File: src/rtl/cobertura_pkg.sv
// Shared types and constants for the motorised roof controller.
package cobertura_pkg;

  typedef enum logic [1:0] {
    PARADO   = 2'd0,
    ABRINDO  = 2'd1,
    FECHANDO = 2'd2,
    ERRO     = 2'd3
  } painel_state_t;

  localparam logic [1:0] MODO_AUTO   = 2'd0;
  localparam logic [1:0] MODO_ABRE   = 2'd1;
  localparam logic [1:0] MODO_FECHA  = 2'd2;
  localparam logic [1:0] MODO_SEGURA = 2'd3;

endpackage

File: src/rtl/cobertura_if.sv
// Sensor, limit-switch and motor-command bundle between the field side and the controller.
interface cobertura_if #(
  parameter int N_PAINEIS = 2
);
  logic                 luz;
  logic                 umidade;
  logic [1:0]           modo;
  logic [N_PAINEIS-1:0] fd;
  logic [N_PAINEIS-1:0] fe;
  logic                 clr_erro;
  logic [N_PAINEIS-1:0] abrir;
  logic [N_PAINEIS-1:0] fechar;
  logic [N_PAINEIS-1:0] erro;

  modport master (
    output luz, umidade, modo, fd, fe, clr_erro,
    input  abrir, fechar, erro
  );

  modport slave (
    input  luz, umidade, modo, fd, fe, clr_erro,
    output abrir, fechar, erro
  );
endinterface

File: src/rtl/cobertura_painel.sv
// One roof panel: motion FSM with a run timer that turns a stalled motion into a fault.
module cobertura_painel
  import cobertura_pkg::*;
#(
  parameter int TIMEOUT = 16
) (
  input  logic clk,
  input  logic rst,
  input  logic quer_abrir_i,
  input  logic quer_fechar_i,
  input  logic fd_i,
  input  logic fe_i,
  input  logic clr_erro_i,
  output logic abrir_o,
  output logic fechar_o,
  output logic erro_o
);
  localparam int TW = $clog2(TIMEOUT);
  localparam logic [TW-1:0] TIMER_MAX = TW'(TIMEOUT - 1);

  painel_state_t state_q, state_d;
  logic [TW-1:0] timer_q, timer_d;
  logic          abrir_q, fechar_q, erro_q;
  logic          falha_s;

  assign falha_s = fd_i & fe_i;

  // Next-state logic; checks are ordered fault > limit > command withdrawn > timeout.
  always_comb begin
    state_d = state_q;
    case (state_q)
      PARADO: begin
        if (falha_s)                     state_d = ERRO;
        else if (quer_fechar_i && !fe_i) state_d = FECHANDO;
        else if (quer_abrir_i && !fd_i)  state_d = ABRINDO;
        else                             state_d = PARADO;
      end
      ABRINDO: begin
        if (falha_s)                  state_d = ERRO;
        else if (fd_i)                state_d = PARADO;
        else if (!quer_abrir_i)       state_d = PARADO;
        else if (timer_q == TIMER_MAX) state_d = ERRO;
        else                          state_d = ABRINDO;
      end
      FECHANDO: begin
        if (falha_s)                  state_d = ERRO;
        else if (fe_i)                state_d = PARADO;
        else if (!quer_fechar_i)      state_d = PARADO;
        else if (timer_q == TIMER_MAX) state_d = ERRO;
        else                          state_d = FECHANDO;
      end
      ERRO: begin
        if (clr_erro_i && !falha_s) state_d = PARADO;
        else                        state_d = ERRO;
      end
      default: state_d = PARADO;
    endcase
  end

  // Motions always start from PARADO, so a state change into a motion state is an entry.
  always_comb begin
    timer_d = '0;
    if ((state_d == ABRINDO || state_d == FECHANDO) && state_d == state_q) begin
      timer_d = timer_q + TW'(1'b1);
    end else begin
      timer_d = '0;
    end
  end

  // State, timer and output registers; outputs decode the next state so they line up with it.
  always_ff @(posedge clk) begin
    if (rst) begin
      state_q  <= PARADO;
      timer_q  <= '0;
      abrir_q  <= 1'b0;
      fechar_q <= 1'b0;
      erro_q   <= 1'b0;
    end else begin
      state_q  <= state_d;
      timer_q  <= timer_d;
      abrir_q  <= (state_d == ABRINDO);
      fechar_q <= (state_d == FECHANDO);
      erro_q   <= (state_d == ERRO);
    end
  end

  assign abrir_o  = abrir_q;
  assign fechar_o = fechar_q;
  assign erro_o   = erro_q;

endmodule

File: src/rtl/cobertura_ctrl.sv
// Roof controller top: debounces light/rain sensors, decodes the operator mode and drives N panels.
module cobertura_ctrl
  import cobertura_pkg::*;
#(
  parameter int N_PAINEIS = 2,
  parameter int DEBOUNCE  = 4,
  parameter int TIMEOUT   = 16
) (
  input  logic        clk,
  input  logic        rst,
  cobertura_if.slave  bus
);
  localparam int DW = (DEBOUNCE > 1) ? $clog2(DEBOUNCE) : 1;
  localparam logic [DW-1:0] CNT_MAX = DW'(DEBOUNCE - 1);

  logic          luz_f_q, luz_f_d, umidade_f_q, umidade_f_d;
  logic [DW-1:0] luz_cnt_q, luz_cnt_d, umidade_cnt_q, umidade_cnt_d;
  logic          quer_abrir, quer_fechar;
  logic [N_PAINEIS-1:0] abrir_s, fechar_s, erro_s;

  // Returns {next filtered value, next counter}; any sample equal to the filtered value restarts the count.
  function automatic logic [DW:0] debounce_step(input logic raw, input logic filt,
                                                input logic [DW-1:0] cnt);
    if (raw == filt) begin
      return {filt, {DW{1'b0}}};
    end else if (cnt == CNT_MAX) begin
      return {raw, {DW{1'b0}}};
    end else begin
      return {filt, cnt + DW'(1'b1)};
    end
  endfunction

  // Debounce next-state for both sensors.
  always_comb begin
    {luz_f_d, luz_cnt_d}         = debounce_step(bus.luz, luz_f_q, luz_cnt_q);
    {umidade_f_d, umidade_cnt_d} = debounce_step(bus.umidade, umidade_f_q, umidade_cnt_q);
  end

  // Filtered sensors come out of reset as bright and wet so the roof closes first.
  always_ff @(posedge clk) begin
    if (rst) begin
      luz_f_q       <= 1'b1;
      umidade_f_q   <= 1'b1;
      luz_cnt_q     <= '0;
      umidade_cnt_q <= '0;
    end else begin
      luz_f_q       <= luz_f_d;
      umidade_f_q   <= umidade_f_d;
      luz_cnt_q     <= luz_cnt_d;
      umidade_cnt_q <= umidade_cnt_d;
    end
  end

  // Command decode shared by every panel; rain alone forces closing in auto.
  always_comb begin
    quer_abrir  = 1'b0;
    quer_fechar = 1'b0;
    case (bus.modo)
      MODO_AUTO: begin
        quer_abrir  = ~luz_f_q & ~umidade_f_q;
        quer_fechar = luz_f_q | umidade_f_q;
      end
      MODO_ABRE:   quer_abrir  = 1'b1;
      MODO_FECHA:  quer_fechar = 1'b1;
      MODO_SEGURA: begin
        quer_abrir  = 1'b0;
        quer_fechar = 1'b0;
      end
      default: begin
        quer_abrir  = 1'b0;
        quer_fechar = 1'b0;
      end
    endcase
  end

  for (genvar i = 0; i < N_PAINEIS; i++) begin : g_painel
    cobertura_painel #(.TIMEOUT(TIMEOUT)) u_painel (
      .clk           (clk),
      .rst           (rst),
      .quer_abrir_i  (quer_abrir),
      .quer_fechar_i (quer_fechar),
      .fd_i          (bus.fd[i]),
      .fe_i          (bus.fe[i]),
      .clr_erro_i    (bus.clr_erro),
      .abrir_o       (abrir_s[i]),
      .fechar_o      (fechar_s[i]),
      .erro_o        (erro_s[i])
    );
  end

  assign bus.abrir  = abrir_s;
  assign bus.fechar = fechar_s;
  assign bus.erro   = erro_s;

endmodule
File: src/flat_wrapper.sv
// flat-port wrapper written by rule: the top's interface ports become plain ports
module cobertura_ctrl_flat import cobertura_pkg::*;
#(
  parameter int N_PAINEIS = 2,
  parameter int DEBOUNCE  = 4,
  parameter int TIMEOUT   = 16
)
  (clk, rst, bus_luz, bus_umidade, bus_modo, bus_fd, bus_fe, bus_clr_erro, bus_abrir, bus_fechar, bus_erro);
  cobertura_if #(.N_PAINEIS(N_PAINEIS)) bus_i ();
  input  logic clk;
  input  logic rst;
  input wire logic [$bits(bus_i.luz)-1:0] bus_luz;
  input wire logic [$bits(bus_i.umidade)-1:0] bus_umidade;
  input wire logic [$bits(bus_i.modo)-1:0] bus_modo;
  input wire logic [$bits(bus_i.fd)-1:0] bus_fd;
  input wire logic [$bits(bus_i.fe)-1:0] bus_fe;
  input wire logic [$bits(bus_i.clr_erro)-1:0] bus_clr_erro;
  output wire logic [$bits(bus_i.abrir)-1:0] bus_abrir;
  output wire logic [$bits(bus_i.fechar)-1:0] bus_fechar;
  output wire logic [$bits(bus_i.erro)-1:0] bus_erro;
  assign bus_i.luz = bus_luz;
  assign bus_i.umidade = bus_umidade;
  assign bus_i.modo = bus_modo;
  assign bus_i.fd = bus_fd;
  assign bus_i.fe = bus_fe;
  assign bus_i.clr_erro = bus_clr_erro;
  assign bus_abrir = bus_i.abrir;
  assign bus_fechar = bus_i.fechar;
  assign bus_erro = bus_i.erro;
  cobertura_ctrl #(.N_PAINEIS(N_PAINEIS), .DEBOUNCE(DEBOUNCE), .TIMEOUT(TIMEOUT)) u_core (.clk(clk), .rst(rst), .bus(bus_i));
endmodule
File: config.mk
export PLATFORM = sky130hd
export DESIGN_NAME = cobertura_ctrl_flat
export DESIGN_NICKNAME = d
export VERILOG_FILES = /design/src/rtl/cobertura_pkg.sv /design/src/rtl/cobertura_if.sv /design/src/rtl/cobertura_painel.sv /design/src/rtl/cobertura_ctrl.sv /design/src/flat_wrapper.sv
export SDC_FILE = /design/constraint.sdc
export NUM_CORES = 1
export LEC_CHECK = 0
export ABC_AREA = 0
export CORE_ASPECT_RATIO = 1.2
export CORE_MARGIN = 2
export CORE_UTILIZATION = 50
export CTS_CLUSTER_DIAMETER = 40
export DETAILED_ROUTE_END_ITERATION = 8
export HOLD_SLACK_MARGIN = 0.08
export PLACE_DENSITY = 0.79
export SYNTH_ARGS = -nofsm -noshare
export SYNTH_HDL_FRONTEND = slang
export SYNTH_SLANG_ARGS = --single-unit
File: constraint.sdc
create_clock -name clk -period 2.4 [get_ports clk]
set_input_delay 0.36 -clock clk [delete_from_list [all_inputs] [get_ports clk]]
set_output_delay 0.36 -clock clk [all_outputs]
set_load 0.005 [all_outputs]
==> flow_summary.json <==
{
  "synth.most_common_cell": "dfxtp_1",
  "synthTopCellsByCount": "dfxtp_1 (24), nor2_1 (13), ha_1 (10)",
  "route.detailed.drc": 0,
  "cp_slowest_cell": "clkdlybuf4s50_1",
  "critical_path.most_common_cell": "nor2_1",
  "cts_tree": "done",
  "hold_class": "flip-flop to flip-flop",
  "final_area_um2": 1589,
  "cts_sinks": 24,
  "yosysSeqAreaShare": 0.3810,
  "clkSlewWorstSetupHoldPaths_ns": 0.12,
  "setup_viol": 0,
  "via_per_inst": 5.557,
  "start_util": 0.5359,
  "worstSetupEndpointType": "flip-flop",
  "cap_violations": 0,
  "power_density_nw_per_um2": 514.3,
  "max_freq_mhz": 434.4,
  "grt_pass1_vias": 1032,
  "path_class": "primary input to flip-flop",
  "synth-seq-cells": 24,
  "final.setup_skew_ns": 0.001105,
  "coreArea_um2": 2354,
  "relSlewSlack": 0.7332,
  "vias": 1078,
  "syn_inst": 136,
  "wirelength_um": 2653,
  "drive_gt1_frac": 0.1718,
  "rsz0062_at_grt": "no",
  "synth_area_per_cell_um2": 9.274,
  "dpl_cell_area_um2": 1525,
  "cts_root_buffer": "clkbuf_4",
  "syn_area_um2": 1261,
  "hold_violations": 0,
  "drtIter0Drc": 49,
  "synth_area_leaders": "dfxtp_1 (38%), ha_1 (9.9%), xnor2_1 (4.2%)",
  "synth_area_leader_cell": "dfxtp_1",
  "rows": 19,
  "slowest_delay_ns": 0.44,
  "wl_per_cell_um": 13.68,
  "status": "finished, final reports clean",
  "crit_fanout": 5,
  "start_kind": "primary input",
  "grt_usage": 0.1918,
  "grt_max_degree": 14,
  "die_h_um": 59.02,
  "peakVddDrop_mv": 0.4318,
  "numCtsBuffers": 3,
  "ant_nets": 0,
  "port_buffers": 16,
  "dpl.hpwl_um": 1955,
  "crit_buf_inv": 3,
  "finalCritPeriodShare": 0.9592,
  "crit_arrival_ns": 2.55,
  "synth_edf_count": 0,
  "synth.net_count": 157,
  "syn2layout_area_growth_pct": 25.99,
  "clkLatencyLatePin_ns": 0.30,
  "htreeDepth": 1,
  "ys_types": 40,
  "crit_required_ns": 2.65,
  "slew_violations": 0,
  "synthArstFlopShare": 0,
  "drt-pass1-iter-count": 4,
  "ioPinCount": 17,
  "die_x_um": 49.85,
  "synth_top_cell_area_share": 0.3810,
  "power_mw": 0.8172,
  "die-area_um2": 2942,
  "tightest_slew_ns": 0.3997,
  "ys_warn_count": 0,
  "grt_pass1_wl_um": 4388,
  "crit_family": "compound AO/OA/AOI/OAI gates",
  "layout.nets": 185,
  "diodes": 0,
  "gp_congestion": 0.8948,
  "final.min_clock_period_ns": 2.302,
  "p_leak_nw": 0.6528,
  "synthFlopType": "dfxtp_1",
  "path_cells": "clkdlybuf4s50_1 > o21ba_4 > buf_4 > o31a_1 > nor2_1 > a311oi_1 > inv_1 > ha_1 > nor2_1 > and4_1",
  "overflow": 0,
  "antenna_found_initial": 0,
  "ctsLongestPathBuffers": 2
}
-- cells by family (layout without fill, tap and decap cells) --
| group | Yosys count | after routing | synth area share |
|---|---|---|---|
| compound gates | 25 | 25 | 0.1617 |
| buf+inv | 16 | 43 | 0.06746 |
| xor+xnor | 8 | 8 | 0.05556 |
| flops | 24 | 24 | 0.3810 |
| simple gates | 53 | 53 | 0.2351 |
| fa+ha+maj | 10 | 10 | 0.09921 |
-- area by class of cell --
| type | instances | area, um^2 |
|---|---|---|
| fillers | 182 | 764.5 |
| clock buffers | 4 | 36.28 |
| multi-input cells | 96 | 723.2 |
| repair buffers | 33 | 287.8 |
| inverters | 6 | 22.52 |
| flip-flops and latches | 24 | 480.5 |
| well taps | 31 | 38.79 |
-- worst register-to-register path: stages (launching register included) --
cell and delay, ns:
dfxtp_1 0.47, nor3_2 0.09, o31a_1 0.31, nor4b_4 0.33
nor3_1 0.10, inv_1 0.09, ha_1 0.23, a2111o_1 0.36
nor3_1 0.18
-- layer usage --
metal / part of all wire / track usage / vias up
li1: - / - / 532
met1: 0.43 / 0.2500 / 508
met2: 0.51 / 0.3238 / 29
met3: 0.031 / 0.02273 / 9
met4: 0.018 / 0.07937 / 0
met5: 0 / 0 / -
-- stage by stage --
stage / utilization / hold WS [ns] / std cells / TNS, ns / setup WS [ns]
2_1_floorplan: - / 0.3974 / 136 / 0 / 0.2677
3_3_place_gp: 0.6481 / 0.4044 / 190 / -0.9896 / -0.1634
3_5_place_dp: 0.6481 / 0.4144 / 190 / -1.704 / -0.3024
4_1_cts: 0.6661 / 0.4325 / 194 / 0 / 0.08042
5_1_grt: 0.6752 / 0.4609 / 194 / 0 / 0.01237
6_report: 0.6752 / 0.4277 / 194 / 0 / 0.09787
-- flip-flops by register name (all words and copies together) (netlist names) --
name	cells
u_core.g_painel.u_painel.timer_q	8
u_core.g_painel.u_painel.state_q	4
u_core.g_painel.u_painel.abrir_o	2
u_core.g_painel.u_painel.erro_o	2
u_core.g_painel.u_painel.fechar_o	2
u_core.luz_cnt_q	2
u_core.umidade_cnt_q	2
u_core.luz_f_q	1
u_core.umidade_f_q	1
-- power by group --
group | internal, mW | switching (mW) | total, mW
clock | 0.0925 | 0.111 | 0.204
combinational | 0.0948 | 0.0817 | 0.177
sequential | 0.417 | 0.0195 | 0.437
total | 0.605 | 0.213 | 0.817
-- layout by cell type, fill, tap and decap left out, types with 2 or more instances in the layout --
master,Yosys,final
dfxtp_1,24,24
buf_4,6,17
clkdlybuf4s50_1,0,16
nor2_1,13,13
ha_1,10,10
nor2b_1,8,8
nand2_1,7,7
inv_1,6,6
xnor2_1,6,6
a21oi_1,5,5
nand3_1,5,5
or3_1,4,4
nor3_1,4,4
o31a_1,3,3
and4_1,3,3
clkbuf_4,0,3
a311oi_1,2,2
o211ai_1,2,2
xor2_1,2,2
a211o_1,2,2
-- worst paths after layout --
kind	startpoint	to	slack, ns	cells past startpoint
min	u_core.luz_cnt_q[0]$_SDFF_PP0_	u_core.luz_cnt_q[0]$_SDFF_PP0_	0.43	1
max	bus_modo[0]	u_core.g_painel[1].u_painel.timer_q[1]$_SDFF_PP0_	0.1	10
min reg2reg	u_core.luz_cnt_q[0]$_SDFF_PP0_	u_core.luz_cnt_q[0]$_SDFF_PP0_	0.43	1
max reg2reg	u_core.luz_f_q$_SDFFE_PP1P_	u_core.g_painel[0].u_painel.timer_q[3]$_SDFF_PP0_	0.16	8
-- repair_timing --
item,in CTS,in global routing
hold buffers,0,0
endpoints found under the setup margin,2,4
resized for setup,1,3
pin swaps,0,2
setup buffers,0,0
gates cloned,0,0
Power figures use the tool's default switching activity.
